File: src/rtl/bullet_pool_ctrl_pkg.sv
// Shared bullet geometry, colour and pool defaults for the player bullet pool.
// Pure constants and helpers; no state.
package bullet_pool_ctrl_pkg;

    typedef logic signed [11:0] coord_t;

    localparam int VRES         = 480;
    localparam int PADDLE_H     = 16;
    localparam int BULLET_W     = 2;
    localparam int BULLET_H     = 8;
    localparam int BULLET_SPEED = 4;
    localparam logic [23:0] BULLET_COLOR = 24'hFFFF00;

    localparam int BULLET_SLOTS    = 4;
    localparam int BULLET_COOLDOWN = 8;

    localparam coord_t SPAWN_Y        = coord_t'(VRES - PADDLE_H - BULLET_H);
    localparam coord_t BULLET_HALF    = coord_t'(BULLET_W >> 1);
    localparam coord_t BULLET_H_C     = coord_t'(BULLET_H);
    localparam coord_t BULLET_SPEED_C = coord_t'(BULLET_SPEED);

    function automatic logic in_span(input coord_t v, input coord_t lo, input coord_t hi);
        return (v >= lo) && (v <= hi);
    endfunction

endpackage

File: src/rtl/bullet_slot.sv
// One bullet slot: active/x/y state, spawn/move/retire/kill, and raster hit test.
// State updates on the clock edge; hit output is combinational from registered state.
module bullet_slot
    import bullet_pool_ctrl_pkg::*;
(
    input  logic   clk_i,
    input  logic   rst_i,
    input  logic   fsync_i,
    input  logic   spawn_i,
    input  logic   kill_i,
    input  coord_t spawn_x_i,
    input  coord_t hpos_i,
    input  coord_t vpos_i,
    output logic   active_o,
    output coord_t x_o,
    output coord_t y_o,
    output logic   hit_o
);

    logic   active_q, active_d;
    coord_t x_q, x_d;
    coord_t y_q, y_d;

    always_comb begin
        active_d = active_q;
        x_d      = x_q;
        y_d      = y_q;
        // Kill wins over motion; spawn only ever targets a slot that was idle.
        if (kill_i && active_q) begin
            active_d = 1'b0;
        end else if (fsync_i && active_q) begin
            if (y_q > BULLET_SPEED_C) begin
                y_d = y_q - BULLET_SPEED_C;
            end else begin
                active_d = 1'b0;
            end
        end
        if (spawn_i) begin
            active_d = 1'b1;
            x_d      = spawn_x_i;
            y_d      = SPAWN_Y;
        end
    end

    always_ff @(posedge clk_i) begin
        if (rst_i) begin
            active_q <= 1'b0;
            x_q      <= '0;
            y_q      <= '0;
        end else begin
            active_q <= active_d;
            x_q      <= x_d;
            y_q      <= y_d;
        end
    end

    assign active_o = active_q;
    assign x_o      = x_q;
    assign y_o      = y_q;
    assign hit_o    = active_q
                    && in_span(hpos_i, x_q - BULLET_HALF, x_q + BULLET_HALF)
                    && in_span(vpos_i, y_q, y_q + BULLET_H_C);

endmodule

File: src/rtl/bullet_pool_ctrl.sv
// Player bullet pool: synchronised fire request, frame cooldown, lowest-free allocation.
// Spawn/retire land one edge after fsync/kill; free_count trails slot_active by one cycle.
module bullet_pool_ctrl
    import bullet_pool_ctrl_pkg::*;
#(
    parameter int NUM_SLOTS       = BULLET_SLOTS,
    parameter int COOLDOWN_FRAMES = BULLET_COOLDOWN
) (
    input  logic                           pixel_clk,
    input  logic                           rst,
    input  logic                           fsync,
    input  logic                           fire,
    input  coord_t                         player_x,
    input  coord_t                         hpos,
    input  coord_t                         vpos,
    input  logic [NUM_SLOTS-1:0]           kill,
    output logic [7:0]                     pixel [0:2],
    output logic                           active,
    output logic [NUM_SLOTS-1:0]           slot_hit,
    output logic [NUM_SLOTS-1:0]           slot_active,
    output coord_t [NUM_SLOTS-1:0]         bullet_x,
    output coord_t [NUM_SLOTS-1:0]         bullet_y,
    output logic [$clog2(NUM_SLOTS+1)-1:0] free_count,
    output logic                           fire_dropped
);

    localparam int FW = $clog2(NUM_SLOTS + 1);
    localparam int CW = (COOLDOWN_FRAMES > 0) ? $clog2(COOLDOWN_FRAMES + 1) : 1;

    logic [2:0]           sync_q;
    logic                 fire_prev_q;
    logic                 fire_edge;
    logic                 pending_q, pending_d;
    logic [CW-1:0]        cd_q, cd_d;
    logic [FW-1:0]        free_q, free_d;
    logic                 dropped_q, dropped_d;
    logic                 any_free;
    logic                 spawn_ok;
    logic                 found;
    logic [NUM_SLOTS-1:0] spawn_vec;

    assign fire_edge = sync_q[2] & ~fire_prev_q;
    assign any_free  = ~&slot_active;
    assign spawn_ok  = fsync && pending_q && (cd_q == '0) && any_free;

    always_comb begin
        spawn_vec = '0;
        found     = 1'b0;
        for (int i = 0; i < NUM_SLOTS; i++) begin
            if (!slot_active[i] && !found) begin
                spawn_vec[i] = spawn_ok;
                found        = 1'b1;
            end
        end
    end

    always_comb begin
        pending_d = pending_q;
        cd_d      = cd_q;
        dropped_d = 1'b0;
        free_d    = '0;
        // An edge coinciding with fsync is deliberately discarded with the request.
        if (fsync) begin
            pending_d = 1'b0;
        end else if (fire_edge) begin
            pending_d = 1'b1;
        end
        if (fsync && (cd_q != '0)) begin
            cd_d = cd_q - CW'(1);
        end
        if (spawn_ok) begin
            cd_d = CW'(COOLDOWN_FRAMES);
        end
        if (fsync && pending_q && !spawn_ok) begin
            dropped_d = 1'b1;
        end
        for (int i = 0; i < NUM_SLOTS; i++) begin
            free_d = free_d + FW'(!slot_active[i]);
        end
    end

    always_ff @(posedge pixel_clk) begin
        if (rst) begin
            sync_q      <= '0;
            fire_prev_q <= 1'b0;
            pending_q   <= 1'b0;
            cd_q        <= '0;
            free_q      <= FW'(NUM_SLOTS);
            dropped_q   <= 1'b0;
        end else begin
            sync_q      <= {sync_q[1:0], fire};
            fire_prev_q <= sync_q[2];
            pending_q   <= pending_d;
            cd_q        <= cd_d;
            free_q      <= free_d;
            dropped_q   <= dropped_d;
        end
    end

    for (genvar g = 0; g < NUM_SLOTS; g++) begin : g_slot
        bullet_slot u_slot (
            .clk_i     (pixel_clk),
            .rst_i     (rst),
            .fsync_i   (fsync),
            .spawn_i   (spawn_vec[g]),
            .kill_i    (kill[g]),
            .spawn_x_i (player_x),
            .hpos_i    (hpos),
            .vpos_i    (vpos),
            .active_o  (slot_active[g]),
            .x_o       (bullet_x[g]),
            .y_o       (bullet_y[g]),
            .hit_o     (slot_hit[g])
        );
    end

    assign active       = |slot_hit;
    assign free_count   = free_q;
    assign fire_dropped = dropped_q;

    always_comb begin
        pixel[2] = active ? BULLET_COLOR[23:16] : 8'h00;
        pixel[1] = active ? BULLET_COLOR[15:8]  : 8'h00;
        pixel[0] = active ? BULLET_COLOR[7:0]   : 8'h00;
    end

endmodule

File: config.mk
export PLATFORM = sky130hd
export DESIGN_NAME = bullet_pool_ctrl
export DESIGN_NICKNAME = d
export VERILOG_FILES = /design/src/rtl/bullet_pool_ctrl_pkg.sv /design/src/rtl/bullet_slot.sv /design/src/rtl/bullet_pool_ctrl.sv
export SDC_FILE = /design/constraint.sdc
export NUM_CORES = 1
export LEC_CHECK = 0
export CORE_MARGIN = 2
export CORE_UTILIZATION = 55
export CTS_CLUSTER_DIAMETER = 200
export DETAILED_ROUTE_END_ITERATION = 8
export PLACE_DENSITY = 0.82
export SLEW_MARGIN = 20
export SYNTH_ARGS = -nofsm -noshare
export SYNTH_HDL_FRONTEND = slang
export SYNTH_SLANG_ARGS = --single-unit
File: constraint.sdc
create_clock -name pixel_clk -period 5.1 [get_ports pixel_clk]
set_input_delay 1.02 -clock pixel_clk [delete_from_list [all_inputs] [get_ports pixel_clk]]
set_output_delay 1.02 -clock pixel_clk [all_outputs]
set_load 0.01 [all_outputs]
==> run summary <==
Pwr Density: 154 mW/mm^2
Post-synth EDFFs: 0
core area: 0.0187 sq mm
Overall Global Routing Usage: 32.0%
Setup Skew: 0.0116 ns
Die ar.: 0.0202 sq mm
Levels on crit path: 11
Detailed Place HPWL: 25.3 mm
met2 WL: 15.2 mm
vias in the first global route: 10100
Synth-to-Final Area Change: 25.9%
wire length on met3: 2.44 mm
top cells by area, synth: ha_1, dfxtp_1, xnor2_1, nand2_1, a21oi_1
Max Slew Vio Count: 0
synthesis-stage register bit count: 105
Metal-1 WL: 13.3 mm
clock latency on the worst-skew pair: 0.37 ns
crit path cell chain: clkdlybuf4s50_1 -> ha_1 -> a21o_1 -> a2111oi_0 -> o21ai_0 -> a22o_1 -> o21ai_1 -> a221oi_1 -> or4_4 -> buf_12 -> dlygate4sd2_1
setup TNS: 0 ns
Ant. Diodes: 0
delay-heaviest family, CP: compound AO/OA/AOI/OAI gates
layout cells sized above 1: 12.0%
Synth area leader: ha_1
DIE WIDTH: 142 microns
Worst slew margin: 39.1%
deepest clock path buffer count: 2
Bufs and invs on worst path: 3
number of hold buffers added after CTS: 0
VDD IR max: 188 uV
DRT Wirelength: 32.6 mm
Async S/R FF share, synth: 0%
PortBufs: 160
first-pass GRT wire length: 51.5 mm
Overflow after GRT: 0
Period minus WS final: 5.04 ns
WHS Endpoint: sync_q[1]
Mapped Area: 0.0105 sq mm
post-route ant nets: 0
CP Max Fanout: 17
Via density: 5.95
final net count: 1779
clk sinks: 105
DIE HEIGHT: 142 microns
Slowest cell on crit path: clkdlybuf4s50_1
synthesized area per cell: 7.93 sq um
most frequent cells after synthesis: ha_1, nand2_1, a21oi_1, dfxtp_1, xnor2_1
CP max stage delay: 0.54 ns
Top Metal Used: met4
reg-to-reg setup timing slack: 2.20 ns
share of the synthesized area in the top cell type: 24.2%
min-delay src: sync_q[0]
max cap viols: 0
worst hold path depth: 1
Max Freq: 198 MHz
largest net degree at the start of global routing: 69
status: finished clean
Netlist cell types: 70
Slew @ Worst Pin: 0.913 ns
TritonCTS Buffers: 9
worst r2r path cells: 9
Gate Count Post-Synth: 1323
TritonCTS clock tree: yes
H-tree depth: 3
Req. time, crit path: 4.08 ns
routed via count: 10500
Power, Total: 2.03 mW
unrepaired setup endpoints after global routing: true
# IOs: 177
row count: 50
leakage power: 5.48 nW
cell with the most instances after synthesis: ha_1
sequential fraction of the synthesis area: 20.0%
Reg-to-Reg Start: g_slot[2].u_slot.y_o[3]
Yosys warnings: 0
initial antenna violation count: 0
Detailed Route Iter0 Violations: 755
critical path class: in2out
crit path launch type: primary input
final setup fails: 0
crit path DAT: 4.02 ns
Initial Util: 56.1%
residual DRC count: 0
Clock Pin Slew Worst Setup and Hold Paths: 0.07 ns
gpl congestion: 0.994
CTS Root Cell: clkbuf_16
CP endpoint kind: output pin
main flop type after synthesis: dfxtp_1
reg2reg end: g_slot[2].u_slot.y_o[8]
First-pass DRT Iterations: 5
DR WL/cell: 18.4 microns
Final Cycle Share: 98.8%
final hold violation count: 0
hold crit path type: reg2reg
where the power goes:
part	switching (mW)	internal, mW
combinational	0.230	0.185
clock	0.352	0.412
sequential	0.0147	0.836
total	0.597	1.43
worst max path at each step:
| stage | start | end | slack [ns] |
|---|---|---|---|
| after global placement | vpos[4] | pixel[4] | -0.22 |
| after global routing | g_slot[1].u_slot.x_o[3] | pixel[15] | -0.06 |
| final | vpos[8] | pixel[1] | 0.06 |
| after floorplan | g_slot[1].u_slot.x_o[6] | pixel[0] | 0.47 |
| after detailed placement | hpos[9] | pixel[6] | -0.29 |
| after CTS | g_slot[1].u_slot.y_o[3] | slot_hit[1] | 0.11 |
stage by stage:
stage / setup WS [ns] / utilization (%) / hold slack [ns] / instances / cell area (sq um)
final: 0.0593 / 70.6 / 0.438 / 1770 / 13200
after global routing: -0.0594 / 70.6 / 0.462 / 1770 / 13200
after CTS: 0.111 / 70.4 / 0.443 / 1768 / 13200
after detailed placement: -0.290 / 68.3 / 0.427 / 1752 / 12800
after global placement: -0.223 / 68.3 / 0.419 / 1752 / 12800
after floorplan: 0.471 / - / 0.414 / 1338 / 10600
area by class of cell:
class	instances	area (sq um)
Multi-Input combinational cell	1062	7760
Fill cell	1494	5490
Timing Repair Buffer	272	2410
Sequential cell	105	2130
Inverter	81	304
Tap cell	234	293
Clock buffer	11	253
Clock inverter	5	61.3
worst reg2reg max path: stages, from the launching register on:
cell and delay [ns]:
dfxtp_1 0.45, inv_1 0.18, ha_1 0.25, o21bai_1 0.23
o41ai_2 0.12, nor4_2 0.57, nand3_1 0.24, or4_1 0.46
xnor2_1 0.16, a21oi_1 0.08
repair_timing:
item                       4_1_cts  5_1_grt
buffers inserted                 0        2
resized for setup               69       12
gates cloned                     0        0
setup endpoints to repair       18       20
pin swaps                        2        5
registers in the layout (all words and copies together) (netlist names):
signal	cells
g_slot.u_slot.x_o	48
g_slot.u_slot.y_o	40
cd_q	4
g_slot.u_slot.active_o	4
free_count	3
sync_q	3
fire_dropped	1
fire_prev_q	1
pending_q	1
cell usage in the layout (no fill, tap or decap), drive strengths merged, types with 34 or more instances in the layout:
cell	Yosys	final
a21oi	115	115
buf	52	113
clkdlybuf4s50	0	124
dfxtp	105	105
dlygate4sd2	0	34
ha	203	203
inv	81	82
nand2	164	164
nand3	49	49
nand4	38	38
nor2	64	64
nor3	61	61
xnor2	100	100
xor2	36	36
cells by family after synthesis:
family / after synthesis / synth area share (%)
AO/OA/AOI/OAI: 233 / 14.1
XOR/XNOR: 136 / 11.3
adder cells (fa/ha/maj): 204 / 24.4
buffers and inverters: 171 / 7.74
flip-flops: 105 / 20.0
multiplexers: 2 / 0.203
other: 1 / 0.0357
AND/OR/NAND/NOR: 471 / 22.2
routing by layer:
layer,up-vias,track usage (%)
li1,5048,-
met1,4922,39.4
met2,460,54.3
met3,106,5.15
met4,0,16.1
met5,-,0
Power figures use the tool's default switching activity.
==> variant 1: new RTL, config.mk and constraints unchanged <==
Take the reset off `cd_q` and load it in a clocked block of its own.
--- a/src/rtl/bullet_pool_ctrl.sv
+++ b/src/rtl/bullet_pool_ctrl.sv
@@ -85,5 +85,4 @@
             fire_prev_q <= 1'b0;
             pending_q   <= 1'b0;
-            cd_q        <= '0;
             free_q      <= FW'(NUM_SLOTS);
             dropped_q   <= 1'b0;
@@ -92,8 +91,11 @@
             fire_prev_q <= sync_q[2];
             pending_q   <= pending_d;
-            cd_q        <= cd_d;
             free_q      <= free_d;
             dropped_q   <= dropped_d;
         end
+    end
+
+    always_ff @(posedge pixel_clk) begin
+        cd_q <= cd_d;
     end
 
Formal check against the unedited RTL: same outputs for any inputs over 10 cycles, from zero or initial values and one cycle with rst high; that may be too few to reach the edited logic, so the function may still have changed.
==> variant 1 against the unedited design <==
Sequential power about the same; count of clock-buffer cells in the layout fell by 1; non-clock buffer count is 28 lower; worst setup slack improved by 0.047 ns; hold slack gained 0.0025 ns; design area is 1.7% lower; clock power decreased by 6.7%; area after synthesis is 0.52% higher; combinational power fell by 16%; power is 5.7% lower; wire length fell by 0.18%; sequential cell count unchanged; highest routed layer unchanged.
==> variant 1: results (changes against the unedited design) <==
- Vias in the first global route: 9,833 (-3.1%)
- Amount of wire on met3 after detailed routing: 2270 microns (-7.1%)
- Total wirelength of the detailed-routed design: 32,500 microns (-0.18%)
- Detailed-route wire length on metal 1: 13,500 microns (+1.9%)
- Worst Clk Skew: 0.0145 ns (+0.00288 ns)
- Top cell types by occurrence after synthesis: 203 x ha_1, 157 x nand2_1, 114 x a21oi_1
- Leak Pwr: 5.34 nW (-2.6%)
- Top cells by area in the synthesized netlist: ha_1 24%, dfxtp_1 20%, xnor2_1 8.2%, nand2_1 5.6%, a21oi_1 5.4%
- Filler Cell Count: 1,582 (+5.9%)
- Internal: 1.34 mW (-6.6%)
- Pin count of the biggest net entering global routing: 50 (-28%)
- Cell count of the worst reg-to-reg path: 9 (unchanged)
- Status: complete, no violations
- Number of library cell types mapped by synthesis: 67 (-4.3%)
- Cell area power density: 147 nW/um^2 (-4.1%)
- Number of placed instances, taps included: 1,723 (-1.7%)
- Average routed wire per standard cell: 18.7 microns (+1.6%)
- Worst path arrival time: 3.97 ns (-0.05 ns)
- Number of warning messages in the yosys log: 0 (unchanged)
- Via-per-instance ratio: 5.97 (+0.35%)
- Syn Area/Cell: 8.00 sq um (+0.83%)
- GR met2 Demand/Resource: 0.518 (-0.0249)
- Starting DRT DRC Count: 767 (+1.6%)
- DRT Pass-1 Iters: 5 (unchanged)
- Total global routing track utilization: 0.314 (-0.00655)
- Worst Tran Pin Value: 0.940 ns (+0.0273 ns)
- Gpl congestion: 0.968 (-2.5%)
- Met1 track demand over resource: 0.402 (+0.00831)
- Proportion of synthesized chip area in sequential cells: 0.199 (-0.00105)
- Comb group: 0.347 mW (-16%)
- Global-route wire length before repair: 50,600 microns (-1.7%)
- Worst vdd ir: 152 uV (-19%)
- Path category of the worst min-delay check: reg2reg
- Grt met3 use: 0.0495 (-0.00202)
- Amount of wire on met2 after detailed routing: 15,200 microns (+0.40%)
- Ratio of cells with drive above 1 in the final layout: 0.0930 (-0.0268)
-- variant 1: worst max-delay path, cell delays in order --
cell,delay [ns]
clkdlybuf4s50_1,0.48
buf_4,0.19
ha_1,0.30
and4_1,0.20
and3_1,0.20
a21oi_2,0.14
mux2i_1,0.19
o2bb2ai_1,0.18
nor3_2,0.09
or4_1,0.47
buf_4,0.19
dlygate4sd2_1,0.30
-- variant 1: path summary, 6_finish.rpt --
path | from | end | slack, ns
hold / removal | sync_q[0] | sync_q[1] | 0.44
setup reg to reg | g_slot[1].u_slot.y_o[3] | g_slot[1].u_slot.y_o[8] | 2.27
hold reg to reg | sync_q[0] | sync_q[1] | 0.44
setup / recovery | vpos[11] | pixel[7] | 0.11
-- variant 1: final cells by class --
| cell class | count | share of cell area |
|---|---|---|
| timing repair buffer | 244 | 0.171 |
| clock inverter | 6 | 0.00472 |
| tap | 234 | 0.0225 |
| clock buffer | 10 | 0.0176 |
| inverter | 85 | 0.0246 |
| sequential | 105 | 0.162 |
| multi-input combinational | 1055 | 0.597 |
-- variant 1: through the flow --
stage / setup TNS [ns] / worst slack (ns) / instance area [sq um] / total power [mW]
after CTS: 0 / 0.122 / 12900 / 1.91
after floorplan: 0 / 0.539 / 10600 / 1.06
final: 0 / 0.106 / 13000 / 1.91
after global placement: -3.88 / -0.229 / 12600 / 1.19
after detailed placement: -4.06 / -0.259 / 12600 / 1.21
after global routing: 0 / 0.000286 / 13000 / 1.99
-- variant 1: cell families after synthesis --
| family | Yosys count | share of synthesized area |
|---|---|---|
| buf+inv | 174 | 0.0787 |
| other cells | 1 | 0.000355 |
| xor+xnor | 135 | 0.112 |
| compound gates | 234 | 0.143 |
| flops | 105 | 0.199 |
| simple gates | 465 | 0.223 |
| mux | 1 | 0.000949 |
| fa+ha+maj | 204 | 0.243 |
==> variant 2: new RTL, same settings <==
Without the edit above. The package constant `BULLET_COOLDOWN` goes from 8 to 16.
--- a/src/rtl/bullet_pool_ctrl_pkg.sv
+++ b/src/rtl/bullet_pool_ctrl_pkg.sv
@@ -13,5 +13,5 @@
 
     localparam int BULLET_SLOTS    = 4;
-    localparam int BULLET_COOLDOWN = 8;
+    localparam int BULLET_COOLDOWN = 16;
 
     localparam coord_t SPAWN_Y        = coord_t'(VRES - PADDLE_H - BULLET_H);
Function: no difference found for any inputs over 10 cycles, from zero or initial values and one cycle with rst high; that may be too few to reach the edited logic, so the function may still have changed.
==> variant 2 against the unedited design <==
Design area grew 2.4%; wire length increased by 3.8%; power rose by 6.5%; sequential cell count rose by 1; worst setup slack worse by 0.015 ns; area after synthesis up 0.80%; hold slack better by 0.0073 ns; non-clock buffer count fell by 4; global-route usage grew 0.36 points; critical path depth is 1 higher; critical path type unchanged; largest cell class unchanged.
==> variant 2: results (changes against the unedited design) <==
- Status: complete, no violations
- Top cells by area in the synthesized netlist: ha_1 24%, dfxtp_1 20%, xnor2_1 8.1%, nand2_1 5.9%, a21oi_1 5.3%
- Leak Pwr: 5.60 nW (+2.1%)
- DRT Pass-1 Iters: 6 (+1)
- Number of port buffers: 160 (unchanged)
- Slowest stage cell on the critical path: or4b_1
- Top cell types by occurrence after synthesis: 203 x ha_1, 165 x nand2_1, 111 x a21oi_1
- Global-route wire length before repair: 52,400 microns (+1.8%)
- Total global routing track utilization: 0.324 (+0.00362)
- Headroom to the max-slew limit: 0.443 (+0.0518)
- Delay of the slowest cell on the worst path: 0.52 ns (-0.02 ns)
- Worst path arrival time: 4.04 ns (+0.02 ns)
- Pin count of the biggest net entering global routing: 61 (-12%)
- Ratio of cells with drive above 1 in the final layout: 0.128 (+0.00863)
- Worst Clk Skew: 0.00915 ns (-0.00243 ns)
- Post-DP HPWL: 25,200 microns (-0.71%)
- Via-per-instance ratio: 6.09 (+2.3%)
- Number of library cell types mapped by synthesis: 65 (-7.1%)
- Vias in the first global route: 10,381 (+2.3%)
- Proportion of synthesized chip area in sequential cells: 0.201 (+0.000305)
- Final #Nets: 1,777 (-0.11%)
- Starting DRT DRC Count: 897 (+19%)
- Average routed wire per standard cell: 19.1 microns (+3.9%)
- Worst vdd ir: 194 uV (+3.2%)
- Switching fraction of total power: 0.301 (+0.00695)
- Area after DPL: 12,900 sq um (+0.81%)
==> variant 2: path summary, 6_finish.rpt <==
| kind | start | to | slack [ns] | cells past startpoint |
|---|---|---|---|---|
| setup reg to reg | g_slot[1].u_slot.y_o[3] | g_slot[1].u_slot.y_o[7] | 2.40 | 9 |
| setup / recovery | hpos[9] | active | 0.04 | 12 |
| hold / removal | sync_q[0] | sync_q[1] | 0.45 | 1 |
| hold reg to reg | sync_q[0] | sync_q[1] | 0.45 | 1 |
==> variant 2: cell families after synthesis <==
group	after synthesis	share of synthesized area
AND/OR/NAND/NOR	471	0.224
AO/OA/AOI/OAI	237	0.144
adder cells (fa/ha/maj)	204	0.242
buffers and inverters	166	0.0746
XOR/XNOR	135	0.112
flip-flops	106	0.201
multiplexers	2	0.00201
other	1	0.000354
==> variant 2: stage by stage <==
step	worst slack, ns	std cells	total power, mW	hold slack, ns	util
after global routing	-0.0842	1768	2.24	0.470	0.721
final	0.0447	1768	2.16	0.445	0.721
after detailed placement	-0.431	1749	1.32	0.435	0.686
after floorplan	0.421	1337	1.14	0.414	-
after CTS	0.00487	1765	2.13	0.454	0.707
after global placement	-0.397	1749	1.30	0.419	0.686
==> variant 2: cell type report <==
class / count / area, sq um
multi-input cells: 1065 / 8010
flip-flops and latches: 106 / 2130
well taps: 234 / 293
repair buffers: 268 / 2450
inverters: 79 / 297
fillers: 1350 / 5240
clock inverters: 7 / 121
clock buffers: 9 / 225
==> variant 2: timing repair <==
action | 4_1_cts | 5_1_grt
setup buffers | 0 | 3
resized for setup | 38 | 57
pin swaps | 3 | 13
endpoints found under the setup margin | 20 | 21
==> variant 2: critical path, delay by kind of cell <==
family / cells / cell delay, ns
adders and majority gates: 1 / 0.32
and+or+nand+nor: 3 / 1.15
AOI/OAI and AO/OA: 3 / 0.35
buffers and inverters: 5 / 1.19
==> variant 2: metal layers <==
layer  routed length, microns  GRT usage
met3                     3100     0.0630
met1                    13300      0.399
met4                     1950      0.165
met2                    15500      0.538
met5                        0          0
==> variant 2: power by group through the flow <==
| stage | combinational (mW) | sequential [mW] | clock (mW) |
|---|---|---|---|
| 6_report | 0.463 | 0.870 | 0.826 |
| 3_3_place_gp | 0.414 | 0.886 | 0 |
| 5_1_grt | 0.509 | 0.872 | 0.863 |
| 2_1_floorplan | 0.257 | 0.883 | 0 |
| 3_5_place_dp | 0.432 | 0.888 | 0 |
| 4_1_cts | 0.442 | 0.869 | 0.824 |
